File: config.mk
export PLATFORM = sky130hd
export DESIGN_NAME = nibble_add_seq_flat
export DESIGN_NICKNAME = d
export VERILOG_FILES = /design/src/rtl/nibble_add_seq_if.sv /design/src/rtl/nibble_add_seq.sv /design/src/flat_wrapper.sv
export SDC_FILE = /design/constraint.sdc
export NUM_CORES = 1
export LEC_CHECK = 0
export ABC_AREA = 1
export CAP_MARGIN = 10
export CORE_ASPECT_RATIO = 0.75
export CORE_MARGIN = 2
export CORE_UTILIZATION = 51
export DETAILED_ROUTE_END_ITERATION = 7
export PLACE_DENSITY = 0.84
export SYNTH_ARGS = -nofsm -noshare
export SYNTH_HDL_FRONTEND = slang
export SYNTH_SLANG_ARGS = --single-unit
File: constraint.sdc
create_clock -name clk -period 3.5 [get_ports clk]
set_input_delay 0.35 -clock clk [delete_from_list [all_inputs] [get_ports clk]]
set_output_delay 0.35 -clock clk [all_outputs]
set_load 0.01 [all_outputs]
File: src/rtl/nibble_add_seq_if.sv
// Request/response bus of the nibble sequencer plus the port to the shared 4-bit adder slice.
interface nibble_add_seq_if #(parameter int NIBBLES = 4);
  localparam int W = 4*NIBBLES;

  logic         start, sub, cin;
  logic [W-1:0] a, b;
  logic         busy, done;
  logic [W-1:0] sum;
  logic         cout, ovf;
  logic [3:0]   add_a, add_b, add_s;
  logic         add_ci, add_co;

  // master is the requesting controller together with the adder slice it owns
  modport master (output start, sub, cin, a, b, add_s, add_co,
                  input  busy, done, sum, cout, ovf, add_a, add_b, add_ci);
  modport slave  (input  start, sub, cin, a, b, add_s, add_co,
                  output busy, done, sum, cout, ovf, add_a, add_b, add_ci);
endinterface

File: src/rtl/nibble_add_seq.sv
// Wide add/subtract sequencer: time-multiplexes one external 4-bit adder slice,
// one nibble per clock LSB first, and reports sum/carry/overflow with a done pulse.
module nibble_add_seq #(
  parameter int NIBBLES = 4
) (
  input  logic              clk,
  input  logic              rst_n,
  nibble_add_seq_if.slave   bus
);
  localparam int W  = 4*NIBBLES;
  localparam int IW = $clog2(NIBBLES);
  localparam logic [IW-1:0] LAST = IW'(NIBBLES-1);

  typedef enum logic [1:0] {IDLE = 2'd0, RUN = 2'd1, DONE = 2'd2} state_t;

  state_t        state, state_nxt;
  logic [IW-1:0] idx;
  logic [W-1:0]  a_q, b_q, sum_q;
  logic          carry_q, sa_q, sb_q, cout_q, ovf_q;
  logic          accept, last;

  assign last = (idx == LAST);

  always_comb begin
    state_nxt = state;
    accept    = 1'b0;
    case (state)
      IDLE: if (bus.start) begin
        accept    = 1'b1;
        state_nxt = RUN;
      end
      RUN:  if (last) state_nxt = DONE;
      DONE: begin
        // a start seen during the done cycle chains straight into the next op
        accept    = bus.start;
        state_nxt = bus.start ? RUN : IDLE;
      end
      default: state_nxt = IDLE;
    endcase
  end

  always_ff @(posedge clk) begin
    if (!rst_n) begin
      state   <= IDLE;
      idx     <= '0;
      a_q     <= '0;
      b_q     <= '0;
      sum_q   <= '0;
      carry_q <= 1'b0;
      sa_q    <= 1'b0;
      sb_q    <= 1'b0;
      cout_q  <= 1'b0;
      ovf_q   <= 1'b0;
    end else begin
      state <= state_nxt;
      if (accept) begin
        // subtraction is A + ~B + 1, so B is inverted once at latch time
        a_q     <= bus.a;
        b_q     <= bus.sub ? ~bus.b : bus.b;
        carry_q <= bus.sub ? 1'b1 : bus.cin;
        sa_q    <= bus.a[W-1];
        sb_q    <= bus.sub ? ~bus.b[W-1] : bus.b[W-1];
        idx     <= '0;
      end else if (state == RUN) begin
        sum_q[4*idx +: 4] <= bus.add_s;
        carry_q           <= bus.add_co;
        idx               <= last ? '0 : idx + IW'(1);
        if (last) begin
          cout_q <= bus.add_co;
          ovf_q  <= (sa_q == sb_q) && (bus.add_s[3] != sa_q);
        end
      end
    end
  end

  always_comb begin
    bus.add_a  = 4'h0;
    bus.add_b  = 4'h0;
    bus.add_ci = 1'b0;
    if (state == RUN) begin
      bus.add_a  = a_q[4*idx +: 4];
      bus.add_b  = b_q[4*idx +: 4];
      bus.add_ci = carry_q;
    end
  end

  assign bus.busy = (state == RUN);
  assign bus.done = (state == DONE);
  assign bus.sum  = sum_q;
  assign bus.cout = cout_q;
  assign bus.ovf  = ovf_q;
endmodule

File: src/flat_wrapper.sv
// flat-port wrapper written by rule: the top's interface ports become plain ports
module nibble_add_seq_flat 
#(
  parameter int NIBBLES = 4
)
  (clk, rst_n, bus_start, bus_sub, bus_cin, bus_a, bus_b, bus_add_s, bus_add_co, bus_busy, bus_done, bus_sum, bus_cout, bus_ovf, bus_add_a, bus_add_b, bus_add_ci);
  nibble_add_seq_if #(.NIBBLES(NIBBLES)) bus_i ();
  input  logic clk;
  input  logic rst_n;
  input wire logic [$bits(bus_i.start)-1:0] bus_start;
  input wire logic [$bits(bus_i.sub)-1:0] bus_sub;
  input wire logic [$bits(bus_i.cin)-1:0] bus_cin;
  input wire logic [$bits(bus_i.a)-1:0] bus_a;
  input wire logic [$bits(bus_i.b)-1:0] bus_b;
  input wire logic [$bits(bus_i.add_s)-1:0] bus_add_s;
  input wire logic [$bits(bus_i.add_co)-1:0] bus_add_co;
  output wire logic [$bits(bus_i.busy)-1:0] bus_busy;
  output wire logic [$bits(bus_i.done)-1:0] bus_done;
  output wire logic [$bits(bus_i.sum)-1:0] bus_sum;
  output wire logic [$bits(bus_i.cout)-1:0] bus_cout;
  output wire logic [$bits(bus_i.ovf)-1:0] bus_ovf;
  output wire logic [$bits(bus_i.add_a)-1:0] bus_add_a;
  output wire logic [$bits(bus_i.add_b)-1:0] bus_add_b;
  output wire logic [$bits(bus_i.add_ci)-1:0] bus_add_ci;
  assign bus_i.start = bus_start;
  assign bus_i.sub = bus_sub;
  assign bus_i.cin = bus_cin;
  assign bus_i.a = bus_a;
  assign bus_i.b = bus_b;
  assign bus_i.add_s = bus_add_s;
  assign bus_i.add_co = bus_add_co;
  assign bus_busy = bus_i.busy;
  assign bus_done = bus_i.done;
  assign bus_sum = bus_i.sum;
  assign bus_cout = bus_i.cout;
  assign bus_ovf = bus_i.ovf;
  assign bus_add_a = bus_i.add_a;
  assign bus_add_b = bus_i.add_b;
  assign bus_add_ci = bus_i.add_ci;
  nibble_add_seq #(.NIBBLES(NIBBLES)) u_core (.clk(clk), .rst_n(rst_n), .bus(bus_i));
endmodule
After elaboration in Yosys (flattened, before gate mapping)
Cells that the tools add are included.
{ "op_classes": {"bitwise": 4, "eq_ne": 7, "n_shift": 4, "add_sub_neg": 2, "n_reduce_logical": 7, "muxes": 16} }
{ "ops": {"columns": ["cell", "count"], "rows": [
  ["$neg A4 Y34", 1],
  ["$shift A4 B34 Y16 const A", 1],
  ["$shiftx A4 B34 Y16", 1],
  ["$shiftx A16 B5 Y4", 2],
  ["$bwmux W16", 1],
  ["$mux W16", 1],
  ["$not A16 Y16", 1],
  ["$mux W4", 2],
  ["$mux W1", 7],
  ["$mux W2", 3],
  ["$pmux W2 S3", 1],
  ["$eq A2 B2 Y1 const B", 2],
  ["$reduce_and A2 Y1", 2],
  ["$not A1 Y1", 3],
  ["$reduce_and A3 Y1", 1],
  ["$add A2 B1 Y2 const B", 1],
  ["$eq A2 B1 Y1 const B", 1],
  ["$logic_not A2 Y1", 1],
  ["$ne A2 B1 Y1 const B", 1],
  ["$ne A2 B2 Y1 const B", 1],
  ["$pmux W1 S2", 1],
  ["$reduce_bool A2 Y1", 1],
  ["$reduce_or A2 Y1", 1],
  ["$eq A1 B1 Y1", 1],
  ["2 further kinds", 2]
]} }
{ "word_totals": {"wordCells": 50, "inputBits": 42, "register_bits": 57, "out_inout_bits": 29} }

Longest topological paths before layout
{ "depth": {"word_depth": 4, "depth_mapped": 8, "mapped_depth_nobuf": 7} }

Worst setup path after synthesis
No wires, ideal clock.
{ "synth_timing": {"path_type": "reg-to-reg", "startpoint": "reg u_core.idx[0]", "endpoint": "reg u_core.sum_q[15], in the netlist u_core.bus.sum[15]", "path_stages_with_launch": 8, "path_slack_ns": 1.716, "arrival_ns": 1.714, "required_ns": 3.430, "path_buffers": 1, "setup_time_ns": 0.070, "period_less_slack_ns": 1.784, "cell_sequence": "dfxtp_1 > inv_1 > clkbuf_1 > ha_1 > or2_2 > nor2_1 > nand2_1 > a21oi_1"} }
{ "synth_between": {"elab_chain_cells": 3, "word_cells_on_any_way": 4, "classes_between": "add/sub (1); shift (2); mux (1)"} }
{ "synth_rtl": {"columns": ["element", "line", "text"], "rows": [
  ["start: declaration", "nibble_add_seq.sv:17", "logic [IW-1:0] idx;"],
  ["start signal: assignment", "nibble_add_seq.sv:67", "idx <= last ? '0 : idx + IW'(1);"],
  ["$neg A4 Y34 *", "nibble_add_seq.sv:65", "sum_q[4*idx +: 4] <= bus.add_s;"],
  ["$shiftx A4 B34 Y16 or $shift A4 B34 Y16 (tied branches)", "nibble_add_seq.sv:65", null],
  ["$bwmux W16 *", "nibble_add_seq.sv:65", null],
  ["end signal: indexed assignment", "nibble_add_seq.sv:65", null],
  ["end: declaration", "nibble_add_seq.sv:18", "logic [W-1:0] a_q, b_q, sum_q;"]
]} }
Mark *: on every way between the ends. The rest lies on a longest branch, timed or not.
A chain may end at the register's enable or synchronous reset.

Worst setup path after layout
{ "layout_timing": {"startpoint": "reg u_core.idx[1]", "endpoint": "out bus_add_a[0]"} }
{ "layout_between": {"elab_chain_cells": 2} }
{ "layout_rtl": {"columns": ["element", "line", "text"], "rows": [
  ["$shiftx A16 B5 Y4", "nibble_add_seq.sv:81", "bus.add_a = a_q[4*idx +: 4];"],
  ["$mux W4", "nibble_add_seq.sv:80", "if (state == RUN) begin"],
  ["end: declaration", "flat_wrapper.sv:22", "output wire logic [$bits(bus_i.add_a)-1:0] bus_add_a;"]
]} }
Every way passes these cells.

==> qor.csv <==
metric,value,unit
status,finished clean,
register area share after synthesis,0.4299,
"most common cell after layout, fill and taps aside",nor2_1,
fin crit share,0.7901,
fmax,0.3616,GHz
"commonest cells after routing, fill and taps aside","nor2_1 (71), clkdlybuf4s50_1 (70), dfxtp_1 (55)",
Ant. Diodes,0,
Cells after Synth,343,
worst min path class,reg2reg,
power density cells,385.4,nW/µm²
R2R Path Start,u_core.idx[1],
Initial Utilization,0.5257,
hold path cells,2,
Avg Synthesized Cell Area,7.467,µm²
crit end category,output port,
TritonCTS Sinks,55,
clk root buf,clkbuf_8,
first-pass GRT wire length,10.08,mm
Seq cells post-synth,55,
Crit path arrival time,2.42,ns
core area,4872,µm²
WL/cell,12.89,µm
Final Max Slew Viols,0,
routed vias/inst,5.162,
Port Buf Inserts,70,
Tot Pwr,0.001282,W
TNS Setup,0,ns
post-CTS setup buffers,0,
Residual DRC,0,
initial antenna violation count,0,
RSZ-0062 raised after global routing,false,
worst r2r dst,u_core.bus.sum[14],
net count reported at finish,450,
CTS Buf Count,5,
Setup crit start kind,register,
R2R cell count,6,
Routability Congestion,0.8487,
"Hold-fix buffers, CTS",0,
H-tree Lvls,2,
asr flop ratio synth,0,
Post-CTS Resized,0,
Worst-path clk slew,0.09,ns
layout cells sized above 1,0.05211,
FILL cells,415,
number of synthesized flops with an enable pin,0,
total iterations of the first detailed-routing run,6,
final hold slack,0.4697,ns
Synth cell types,27,
WS Path Type,reg2out,
fin crit period,2.765,ns
Max IR drop VDD,0.2450,mV
Main synth FF type,dfxtp_1,
Synth-to-Final Area Change,29.85,%
TritonCTS clock tree,done,
clock skew,0.007396,ns
YS warnings,0,
final hold viol count,0,
DIE HEIGHT,65.37,µm
DIE AREA,5611,µm²
total grt overflow,0,
DPL Wire Length,4.258,mm
DIE WIDTH,85.83,µm
WP data required,3.15,ns
total vias in the final route,2390,
All-Layer GR Usage,0.2284,
Lkg Pwr,1.223,nW
min-delay src,u_core.bus.sum[7],
Hold EP,u_core.bus.sum[7],
"Cell Area, Synth",2561,µm²
Row Count,22,
syn_nets,391,
initial DRC count,184,
worst-margin pin slew,0.9238,ns
maximum clock path buffer count,2,
R2R setup slack,1.15,ns
antenna-violating nets left,0,
io pins,71,
critical-path maximum fanout,14,
worst relative slew slack,0.3822,
largest net degree at the start of global routing,50,
final wirelength,5.970,mm
Max-Cap Viols,0,
Final setup viols,0,
latest clock arrival within the worst-skew pair,0.31,ns
vias in the first global route,2189,
## metal layers
metal  wire length [µm]  up-vias  GRT usage
met4                 68        0    0.06151
met1               2837     1075     0.3145
li1                   -     1242          -
met3                379        6    0.06281
met2               2685       67     0.3545
met5                  0        -          0
## critical path: stages (launching register included)
cell and delay [ns]:
dfxtp_1 0.63, clkinv_1 0.44, nor2_1 0.20, o21ai_0 0.11
a21oi_1 0.16, clkdlybuf4s50_1 0.57
## final cells by class
cell class | count | area, µm² | area share
tap | 60 | 75.07 | 0.02257
sequential | 55 | 1101 | 0.3311
clock inverter | 2 | 12.51 | 0.003762
timing repair buffer | 72 | 715.7 | 0.2152
inverter | 17 | 63.81 | 0.01919
clock buffer | 6 | 72.57 | 0.02182
multi-input combinational | 251 | 1285 | 0.3864
## power by group
part / leakage, nW / switching [W] / internal (W) / total, W
Sequential: 0.452 / 0.0000245 / 0.000665 / 0.000689
Clock: 0.0412 / 0.000199 / 0.000140 / 0.000340
Combinational: 0.730 / 0.000135 / 0.000118 / 0.000253
Total: 1.22 / 0.000359 / 0.000923 / 0.00128
## worst max path at each step
| stage | startpoint | endpoint |
|---|---|---|
| after floorplan | u_core.idx[0] | u_core.bus.sum[15] |
| after global placement | u_core.idx[1] | bus_add_a[1] |
| after detailed placement | u_core.idx[1] | bus_add_a[0] |
| after CTS | u_core.idx[1] | bus_add_a[0] |
| after global routing | u_core.idx[1] | bus_add_a[0] |
| final | u_core.idx[1] | bus_add_a[0] |
## synthesized netlist by cell type, types with 4 or more instances
cell type / instances / area (µm²)
clkbuf_1: 7 / 26.28
xnor2_1: 16 / 140.1
buf_2: 8 / 40.04
o21ai_0: 46 / 230.2
dfxtp_1: 55 / 1101
nand2_1: 39 / 146.4
inv_1: 14 / 52.55
ha_1: 6 / 75.07
nand3_1: 7 / 35.03
nand4_1: 5 / 31.28
a21oi_1: 44 / 220.2
nor2_1: 71 / 266.5
nor3_1: 4 / 20.02
## cells by family (layout without fill, tap and decap cells)
family | Yosys count | count (layout) | share of synthesized area
adder cells (fa/ha/maj) | 6 | 6 | 0.02931
XOR/XNOR | 16 | 16 | 0.05471
AND/OR/NAND/NOR | 132 | 132 | 0.2189
buffers and inverters | 37 | 97 | 0.06839
flip-flops | 55 | 55 | 0.4299
AO/OA/AOI/OAI | 97 | 97 | 0.1988
## stage by stage
step / setup slack (ns) / util / cell area [µm²] / std cells
floorplan: 1.716 / - / 2561 / 343
global placement: 1.211 / 0.6651 / 3241 / 455
detailed placement: 1.125 / 0.6651 / 3241 / 455
CTS: 0.7571 / 0.6826 / 3326 / 463
global route: 0.5830 / 0.6826 / 3326 / 463
finish: 0.7346 / 0.6826 / 3326 / 463
## sequential cells by signal (all words and copies together), names as in the netlist
signal and cells:
u_core.bus.sum 16, u_core.a_q 15, u_core.b_q 15, u_core.idx 2, u_core.state 2, u_core.bus.cout 1
u_core.bus.ovf 1, u_core.carry_q 1, u_core.sa_q 1, u_core.sb_q 1
No activity file was read; power rests on OpenSTA's default activity.
